`src/rtl/im_bus_fetch_ctrl.sv`:
```
// Instruction fetch controller. Issues sequential instruction reads on an
// AXI-style AR/R pair, keeps up to MAX_OUT reads in flight, drops stale beats
// after a redirect and hands instructions to decode via a one-entry register.
//
// state  | meaning
// IDLE   | no new reads; stray responses are accepted and dropped
// RUN    | issuing sequential fetches while fewer than MAX_OUT are in flight
// DRAIN  | halted; no new reads, waiting for in-flight reads to return

module im_bus_fetch_ctrl #(
    parameter int ALEN = 32,
    parameter int DLEN = 32,
    parameter int IDLEN = 4,
    parameter int MAX_OUT = 2,
    parameter logic [ALEN-1:0] RESET_PC = '0
) (
    input  logic             clk,
    input  logic             rstn,
    input  logic             i_start,
    input  logic             i_halt,
    input  logic             i_redirect,
    input  logic [ALEN-1:0]  i_redirect_pc,
    output logic             o_im_bus_arvalid,
    input  logic             i_im_bus_arready,
    output logic [ALEN-1:0]  o_im_bus_araddr,
    output logic [2:0]       o_im_bus_arprot,
    output logic [IDLEN-1:0] o_im_bus_arid,
    input  logic             i_im_bus_rvalid,
    output logic             o_im_bus_rready,
    input  logic [DLEN-1:0]  i_im_bus_rdata,
    input  logic [1:0]       i_im_bus_rresp,
    input  logic [IDLEN-1:0] i_im_bus_rid,
    output logic             o_inst_valid,
    input  logic             i_inst_ready,
    output logic [DLEN-1:0]  o_inst,
    output logic [ALEN-1:0]  o_inst_pc,
    output logic             o_inst_err,
    output logic             o_busy,
    output logic             o_id_err
);
    localparam int CNT_W = $clog2(MAX_OUT + 1);
    localparam int PTR_W = (MAX_OUT > 1) ? $clog2(MAX_OUT) : 1;
    localparam logic [CNT_W-1:0] MAX_CNT = CNT_W'(MAX_OUT);
    localparam logic [PTR_W-1:0] LAST_PTR = PTR_W'(MAX_OUT - 1);

    typedef enum logic [1:0] {S_IDLE, S_RUN, S_DRAIN} state_t;

    state_t           state_q, state_d;
    logic             arvalid_q, arvalid_d;
    logic [ALEN-1:0]  araddr_q, araddr_d;
    logic [ALEN-1:0]  fetch_pc_q, fetch_pc_d, fetch_pc_n;
    logic [IDLEN-1:0] arid_q, arid_d, next_id_q, next_id_d, exp_id_q, exp_id_d;
    logic [CNT_W-1:0] out_cnt_q, out_cnt_d, disc_q, disc_d;
    logic [PTR_W-1:0] wr_ptr_q, wr_ptr_d, rd_ptr_q, rd_ptr_d;
    logic             inst_valid_q, inst_valid_d;
    logic [DLEN-1:0]  inst_q, inst_d;
    logic [ALEN-1:0]  inst_pc_q, inst_pc_d;
    logic             inst_err_q, inst_err_d;
    logic             id_err_q, id_err_d;
    logic [ALEN-1:0]  pc_mem_q [MAX_OUT];

    logic ar_hs, ar_pend, r_hs, spurious, discard, real_beat, rready;

    // A beat with nothing outstanding (e.g. after reset) is swallowed silently.
    assign ar_hs     = arvalid_q && i_im_bus_arready;
    assign ar_pend   = arvalid_q && !i_im_bus_arready;
    assign spurious  = (out_cnt_q == '0);
    assign discard   = (disc_q != '0) || spurious;
    assign rready    = rstn && (discard || !inst_valid_q || i_inst_ready);
    assign r_hs      = i_im_bus_rvalid && rready;
    assign real_beat = r_hs && !spurious;

    // Next-state logic for sequencing, AR issue, flush accounting and output register.
    always_comb begin
        state_d      = state_q;
        arvalid_d    = arvalid_q;
        araddr_d     = araddr_q;
        arid_d       = arid_q;
        next_id_d    = next_id_q;
        exp_id_d     = exp_id_q + IDLEN'(real_beat);
        wr_ptr_d     = wr_ptr_q;
        rd_ptr_d     = rd_ptr_q;
        disc_d       = disc_q;
        inst_valid_d = inst_valid_q;
        inst_d       = inst_q;
        inst_pc_d    = inst_pc_q;
        inst_err_d   = inst_err_q;
        id_err_d     = id_err_q;

        case (state_q)
            S_IDLE:  if (i_start) state_d = S_RUN;
            S_RUN:   if (i_halt) state_d = S_DRAIN;
            S_DRAIN: begin
                if (i_start) state_d = S_RUN;
                else if (spurious && !arvalid_q) state_d = S_IDLE;
            end
            default: state_d = S_IDLE;
        endcase

        out_cnt_d = out_cnt_q + CNT_W'(ar_hs) - CNT_W'(real_beat);

        if (ar_hs) wr_ptr_d = (wr_ptr_q == LAST_PTR) ? '0 : wr_ptr_q + 1'b1;
        if (real_beat) rd_ptr_d = (rd_ptr_q == LAST_PTR) ? '0 : rd_ptr_q + 1'b1;

        // A presented AR is never withdrawn or altered; a redirect only retargets the next one.
        fetch_pc_n = i_redirect ? i_redirect_pc : fetch_pc_q;
        fetch_pc_d = fetch_pc_n;
        if (!ar_pend) begin
            if (state_d == S_RUN && out_cnt_d < MAX_CNT) begin
                arvalid_d  = 1'b1;
                araddr_d   = fetch_pc_n;
                arid_d     = next_id_q;
                fetch_pc_d = fetch_pc_n + ALEN'(4);
                next_id_d  = next_id_q + 1'b1;
            end else begin
                arvalid_d = 1'b0;
            end
        end

        if (real_beat && i_im_bus_rid != exp_id_q) id_err_d = 1'b1;

        // Everything already issued, including a still-pending AR, belongs to the old stream.
        if (i_redirect) disc_d = out_cnt_d + CNT_W'(ar_pend);
        else if (real_beat && disc_q != '0) disc_d = disc_q - 1'b1;

        if (i_redirect) begin
            inst_valid_d = 1'b0;
        end else if (r_hs && !discard) begin
            inst_valid_d = 1'b1;
            inst_d       = i_im_bus_rdata;
            inst_pc_d    = pc_mem_q[rd_ptr_q];
            inst_err_d   = (i_im_bus_rresp != 2'b00);
        end else if (i_inst_ready) begin
            inst_valid_d = 1'b0;
        end
    end

    // State and control registers.
    always_ff @(posedge clk or negedge rstn) begin
        if (!rstn) begin
            state_q      <= S_IDLE;
            arvalid_q    <= 1'b0;
            araddr_q     <= '0;
            arid_q       <= '0;
            fetch_pc_q   <= RESET_PC;
            next_id_q    <= '0;
            exp_id_q     <= '0;
            out_cnt_q    <= '0;
            disc_q       <= '0;
            wr_ptr_q     <= '0;
            rd_ptr_q     <= '0;
            inst_valid_q <= 1'b0;
            inst_q       <= '0;
            inst_pc_q    <= '0;
            inst_err_q   <= 1'b0;
            id_err_q     <= 1'b0;
        end else begin
            state_q      <= state_d;
            arvalid_q    <= arvalid_d;
            araddr_q     <= araddr_d;
            arid_q       <= arid_d;
            fetch_pc_q   <= fetch_pc_d;
            next_id_q    <= next_id_d;
            exp_id_q     <= exp_id_d;
            out_cnt_q    <= out_cnt_d;
            disc_q       <= disc_d;
            wr_ptr_q     <= wr_ptr_d;
            rd_ptr_q     <= rd_ptr_d;
            inst_valid_q <= inst_valid_d;
            inst_q       <= inst_d;
            inst_pc_q    <= inst_pc_d;
            inst_err_q   <= inst_err_d;
            id_err_q     <= id_err_d;
        end
    end

    // PC of each accepted read, consumed in order as beats return.
    always_ff @(posedge clk or negedge rstn) begin
        if (!rstn) begin
            for (int i = 0; i < MAX_OUT; i++) pc_mem_q[i] <= '0;
        end else if (ar_hs) begin
            pc_mem_q[wr_ptr_q] <= araddr_q;
        end
    end

    assign o_im_bus_arvalid = arvalid_q;
    assign o_im_bus_araddr  = araddr_q;
    assign o_im_bus_arid    = arid_q;
    assign o_im_bus_arprot  = 3'b100;
    assign o_im_bus_rready  = rready;
    assign o_inst_valid     = inst_valid_q;
    assign o_inst           = inst_q;
    assign o_inst_pc        = inst_pc_q;
    assign o_inst_err       = inst_err_q;
    assign o_busy           = !spurious;
    assign o_id_err         = id_err_q;

endmodule

```
`config.mk`:
```
export PLATFORM = sky130hd
export DESIGN_NAME = im_bus_fetch_ctrl
export DESIGN_NICKNAME = d
export VERILOG_FILES = /design/src/rtl/im_bus_fetch_ctrl.sv
export SDC_FILE = /design/constraint.sdc
export NUM_CORES = 1
export LEC_CHECK = 0
export ABC_AREA = 0
export BUFFER_PORTS_ARGS = -buffer_cell sky130_fd_sc_hd__buf_2
export CORE_ASPECT_RATIO = 1.75
export CORE_MARGIN = 10
export CORE_UTILIZATION = 39
export CTS_CLUSTER_DIAMETER = 100
export CTS_CLUSTER_SIZE = 14
export DETAILED_ROUTE_END_ITERATION = 8
export PLACE_DENSITY_LB_ADDON = 0.25
export SLEW_MARGIN = 0
export SYNTH_ARGS = -nofsm -noshare
export SYNTH_HDL_FRONTEND = slang
export SYNTH_SLANG_ARGS = --single-unit
export TNS_END_PERCENT = 20
```
`constraint.sdc`:
```
create_clock -name clk -period 3.73 [get_ports clk]
set_input_delay 0.373 -clock clk [delete_from_list [all_inputs] [get_ports clk]]
set_output_delay 0.373 -clock clk [all_outputs]
set_load 0.01 [all_outputs]
```
==> flow_summary.yaml, run 1 <==
outcome:
  status: "finished clean"
setup_path:
  r2r_slack_ns: 0.74
  critPathCaptureType: "flop"
  critPathMaxStageDelay_ns: 0.74
  arrival_ns: 3.57
  worst_path_dominant_cell_family: "simple AND/OR/NAND/NOR gates"
  cp.depth: 11
  cp-endpoint: "fetch_pc_q[5]$_DFF_PN0_"
  r2r_cells: 11
  crit_top_cell: "xnor2_1"
  required_ns: 4.14
  path_buf_inv: 2
  cp_slowest_cell: "or3_2"
  path_class: "primary input to flop"
  r2r-end: "fetch_pc_q[5]$_DFF_PN0_"
  start_kind: "primary input"
  cp_cell_sequence: "dlygate4sd3_1, buf_8, o211ai_2, nor2_1, xnor2_1, ha_1, xnor2_1, xnor2_1, or3_2, nor3b_1, xnor2_1"
  critPathMaxFanout: 44
  crit_start: "rstn"
  rr_startpoint: "disc_q[0]$_DFFE_PN0P_"
clock_tree:
  clock_latency_ns: 0.49
  root_buffer: "clkbuf_16"
  clockBufferDepth: 3
  cts_resized: 0
  cts.clk_slew.worst_paths_ns: 0.06
  clock-sinks: 216
  htreeDepth: 1
  cts_buffers: 19
  cts_tree: "yes"
layout:
  final_nets: 1010
  areaGrowthSynthToFinish_pct: 18.5
  most-common-layout-cells: "215 x dfrtp_1, 182 x buf_2, 105 x mux2_2"
  drive_gt1_frac: 0.364
  design_area_um2: 11100
  layout_commonest_cell: "dfrtp_1"
  ff_latch_area_um2: 5410
  fillers: 2240
  multi_input_area_um2: 3720
floorplan:
  die_w_um: 137
  die_y_um: 225
  die-area_um2: 30800
  io_pins: 187
  core_region_area_um2: 23500
  start_util: 0.398
  rows: 74
min_path:
  worstHoldPathCells: 2
  hold_path.class: "primary input to flop"
grt:
  grt_pass1_vias: 6424
  overflow: 0
  grt_first_pass_wirelength_mm: 35.7
  antenna_found_initial: 2
  grt_max_degree: 176
  track_usage: 0.144
timing:
  holdWs_ns: 0.110
  slew_headroom: 0.330
  finalCriticalPeriod_ns: 3.16
  period_share: 0.848
  slew_viol_final: 0
  hold_viol: 0
  setup_tns_ns: 0
  clock.fmax_mhz: 316
  tightest_slew_ns: 1.01
  final.setup_skew_ns: 0.0153
  rsz0062_at_grt: "no"
  finalSetupViolations: 0
routing:
  drc: 0
  postRouteAntennaNets: 0
  totalWireLength_mm: 22.4
  detail_route.first_pass.iterations: 7
  drtIter0Drc: 286
  viasPerCell: 4.95
  wl_per_cell_um: 18.2
  vias: 6097
place:
  dpl.hpwl_mm: 16.2
  dpl_cell_area_um2: 10600
  globalplace.congestion: 0.800
  portBuffers: 183
power_and_ir_drop:
  comb_power_share: 0.342
  p_leak_nw: 5.19
  cellPowerDensity_nw_per_um2: 794
  p_clk_frac: 0.197
  switchingPower_mw: 3.05
  ir_drop_uv: 405
  intPower_mw: 5.75
  fin_total_pwr_mw: 8.80
  p_seq_frac: 0.461
  power_switching_share: 0.346
yosys:
  synthTopCellsByArea: "dfrtp_1 58%, mux2_2 13%, mux2i_1 6.7%"
  synth_top_cell_by_area: "dfrtp_1"
  synth_edf_count: 0
  synthFlopType: "dfrtp_1"
  avgSynthCellArea_um2: 12.4
  yosysUniqueCellTypes: 51
  yosysSeqAreaShare: 0.578
  synth_cells: 753
  syn_area_um2: 9350
  synthArstFlopShare: 1.00
  yosysWarnings: 0
  synth_seq_cells: 216
  yosysTopAreaCellShare: 0.578
run:
  cap_violations: 0
[synth_stat cells (4+ instances only)]
library cell	count
nor2b_1	5
mux2_2	105
nand4b_1	4
xor2_1	20
nand3b_1	5
mux2i_1	63
nor3b_1	5
buf_2	11
xnor2_1	26
inv_1	7
dfrtp_1	216
a21oi_1	41
ha_1	7
nand4_1	6
o21ai_0	33
nand3_1	16
nor4_1	8
clkbuf_1	18
buf_1	8
buf_4	5
nor2_1	45
nand2_1	55
[power by group through the flow]
stage	logic, mW	registers [mW]	clock network (mW)
after floorplan	1.76	4.14	0
final	3.01	4.06	1.73
after global placement	3.03	4.09	0
after CTS	3.10	4.09	1.81
after detailed placement	3.09	4.13	0
after global routing	3.35	4.22	1.89
[routing by layer]
metal / up-vias / GRT usage / part of all wire / wire [um]
met4: 2 / 0.0427 / 0.023 / 504
met1: 2955 / 0.170 / 0.40 / 8950
met5: - / 0 / 0.00031 / 7
li1: 2966 / - / - / -
met3: 27 / 0.0292 / 0.062 / 1380
met2: 147 / 0.256 / 0.51 / 11500
[worst register-to-register path, stage by stage (launching register included)]
cell and delay (ns):
dfrtp_1 0.36, inv_1 0.05, ha_1 0.21, and3b_4 0.21, nor2_1 0.17, xnor2_1 0.10, ha_1 0.20, xnor2_1 0.25
xnor2_1 0.10, or3_2 0.74, nor3b_1 0.37, xnor2_1 0.15
[worst min-delay path by stage]
stage                       start                      to
2_1_floorplan                rstn   disc_q[0]$_DFFE_PN0P_
3_3_place_gp                 rstn   exp_id_q[1]$_DFF_PN0_
3_5_place_dp                 rstn   exp_id_q[2]$_DFF_PN0_
4_1_cts        i_im_bus_rdata[10]  o_inst[10]$_DFFE_PN0P_
5_1_grt         i_im_bus_rdata[3]   o_inst[3]$_DFFE_PN0P_
6_report       i_im_bus_rdata[10]  o_inst[10]$_DFFE_PN0P_
[registers in the layout, summed over array words and instances, names as in the netlist, 2 cells and up]
register / flops
o_im_bus_arid: 4
out_cnt_q: 2
exp_id_q: 4
o_im_bus_araddr: 32
o_inst_pc: 32
o_inst: 32
fetch_pc_q: 32
disc_q: 2
next_id_q: 4
state_q: 2
pc_mem_q: 64
[timing repair]
| action | CTS | global route |
|---|---|---|
| hold buffers | 1 | 0 |
| buffers inserted | 0 | 0 |
| endpoints found under the setup margin | 0 | 0 |
| endpoints found under the hold margin | 41 | 0 |
[final cells by class]
class,instances,share of cell area
diodes,1,0.000226
clock buffers,20,0.0432
clock inverters,2,0.00158
inverters,7,0.00237
multi-input cells,487,0.336
flip-flops and latches,216,0.488
well taps,304,0.0343
repair buffers,194,0.0946
[through the flow]
stage / std cells / util / setup WS (ns)
3_3_place_gp: 1207 / 0.450 / 0.681
4_1_cts: 1230 / 0.471 / 0.550
6_report: 1231 / 0.471 / 0.565
5_1_grt: 1231 / 0.471 / 0.239
2_1_floorplan: 754 / - / 0.724
3_5_place_dp: 1207 / 0.450 / 0.642
[cell families (layout without fill, tap and decap cells)]
kind of cell	after synthesis	after routing	share of synthesized area
DFF	216	216	0.578
and+or+nand+nor	170	170	0.0911
muxes	169	169	0.195
AOI/OAI and AO/OA	92	92	0.0565
buffers and inverters	51	223	0.0256
xor gates and xnor gates	46	46	0.0431
adders and majority gates	7	7	0.00937
other	2	4	0.000803
(Power assumes the default switching activity.)
==> run 2: changes to the inputs <==
==> constraint.sdc (replaced) <==
create_clock -name clk -period 2.6 [get_ports clk]
set_input_delay 0.26 -clock clk [delete_from_list [all_inputs] [get_ports clk]]
set_output_delay 0.26 -clock clk [all_outputs]
set_load 0.01 [all_outputs]
==> run 2 against run 1 <==
Against the previous run: sequential power rose by 41%; clock skew up 0.0074 ns; count of clock-buffer cells in the layout unchanged; sequential share of layout area down 3.0 points; clock power up 43%; global-route usage increased by 0.39 points; worst setup slack lost 0.47 ns; final cell count is 4.5% higher; total power grew 49%; critical path type is now flop to flop; largest cell class unchanged; largest power group unchanged.
==> flow_summary.yaml, run 2 (same netlist as run 1, synthesis figures left out) <==
outcome:
  status: "finished clean"
setup_path:
  r2r_cells: 13
  required_ns: 2.96
  path_class: "flop to flop"
  critPathCaptureType: "flop"
  critPathMaxStageDelay_ns: 0.34
  cp_cell_sequence: "inv_1, ha_1, and3b_4, nor2_4, xnor2_1, ha_2, xnor2_2, buf_4, xnor2_4, buf_6, nor4_2, xnor2_1, mux2i_1"
  critPathMaxFanout: 6
  crit_top_cell: "xnor2_1"
  start_kind: "flop"
  arrival_ns: 2.86
  cp_slowest_cell: "dfrtp_1"
layout:
  fillers: 2116
  most-common-layout-cells: "215 x dfrtp_1, 182 x buf_2, 105 x mux2_2"
  stdcell_count: 1286
  design_area_um2: 11800
  drive_gt1_frac: 0.382
  top_register: "pc_mem_q"
  areaGrowthSynthToFinish_pct: 26.4
  largest_reg_flops: 64
  final_nets: 1066
  layout_commonest_cell: "dfrtp_1"
  antennaDiodeCount: 0
grt:
  grt_first_pass_wirelength_mm: 36.8
  overflow: 0
  grt_max_degree: 171
  grt_pass1_vias: 6766
  antenna_found_initial: 1
  track_usage: 0.148
timing:
  rsz0062_at_grt: "no"
  hold_viol: 0
  slew_headroom: 0.328
  finalCriticalPeriod_ns: 2.50
  slew_viol_final: 0
  finalSetupViolations: 0
  final.setup_skew_ns: 0.0227
  tightest_slew_ns: 1.01
  clock.fmax_mhz: 400
  holdWs_ns: 0.0243
  period_share: 0.963
min_path:
  worstHoldPathCells: 2
  hold_path.class: "primary input to flop"
clock_tree:
  clockBufferDepth: 3
  htreeDepth: 1
  cts_buffers: 19
  cts_tree: "yes"
  root_buffer: "clkbuf_16"
  cts.clk_slew.worst_paths_ns: 0.07
  clock-sinks: 216
  clock_latency_ns: 0.49
routing:
  postRouteAntennaNets: 0
  drtIter0Drc: 278
  viasPerCell: 5.01
  vias: 6447
  totalWireLength_mm: 23.1
  wl_per_cell_um: 18.0
  detail_route.first_pass.iterations: 4
  drc: 0
place:
  portBuffers: 183
  dpl.hpwl_mm: 16.8
  dpl_cell_area_um2: 10800
  globalplace.congestion: 0.800
  dp.cells: 1229
floorplan:
  die_y_um: 225
  rows: 74
  core_region_area_um2: 23500
  io_pins: 187
  start_util: 0.398
  die_w_um: 137
  die-area_um2: 30800
power_and_ir_drop:
  p_leak_nw: 5.53
  ir_drop_uv: 538
  cellPowerDensity_nw_per_um2: 1110
run:
  cap_violations: 0
==> run 2: per-stage QoR <==
step	utilization	power (mW)	setup slack [ns]	setup TNS [ns]
floorplan	-	8.51	0.0199	0
global placement	0.461	10.4	0.0734	0
detailed placement	0.461	10.6	0.00427	0
CTS	0.497	13.2	-0.0116	-0.0226
global route	0.502	14.1	0.00964	0
finish	0.502	13.1	0.0972	0
==> run 2: what timing repair did <==
action | 4_1_cts | 5_1_grt
gates cloned | 0 | 1
setup endpoints to repair | 4 | 55
resized for setup | 3 | 15
hold buffers | 33 | 0
setup buffers | 0 | 1
pin swaps | 0 | 3
endpoints found under the hold margin | 78 | 0
==> run 2: per-layer routing <==
metal	vias up	global-route usage	wire [um]
li1	3073	-	-
met1	3181	0.171	8960
met2	155	0.267	12300
met3	36	0.0281	1260
met4	2	0.0464	583
met5	-	0	7
==> run 2: worst paths after layout <==
path                       slack [ns]                   from                              end
max                               0.1  disc_q[0]$_DFFE_PN0P_         fetch_pc_q[17]$_DFF_PN0_
min reg2reg                      0.46   o_id_err$_DFFE_PN0P_             o_id_err$_DFFE_PN0P_
min in group asynchronous        0.47                   rstn            exp_id_q[1]$_DFF_PN0_
max in group asynchronous        0.74                   rstn  o_im_bus_araddr[14]$_DFFE_PN0P_
min                              0.02     i_im_bus_rdata[28]           o_inst[28]$_DFFE_PN0P_
max reg2reg                       0.1  disc_q[0]$_DFFE_PN0P_         fetch_pc_q[17]$_DFF_PN0_
==> run 2: layout make-up <==
cell class	instances	area, um2	share of cell area
inverters	7	26.3	0.00222
multi-input cells	487	3880	0.328
repair buffers	250	1620	0.137
clock buffers	20	479	0.0406
well taps	304	380	0.0322
flip-flops and latches	216	5410	0.458
clock inverters	2	17.5	0.00148
==> run 2: critical path, delay by kind of cell (launching register included) <==
family	cells	cell delay (ns)
simple gates	3	0.64
xor+xnor	4	0.52
fa+ha+maj	2	0.41
buf+inv	3	0.39
flops	1	0.34
mux	1	0.08
==> run 2: power breakdown <==
| group | switching, mW | leakage, nW | internal [mW] |
|---|---|---|---|
| Clock | 1.16 | 0.244 | 1.31 |
| Sequential | 0.942 | 2.63 | 4.80 |
| Combinational | 2.45 | 2.66 | 2.43 |
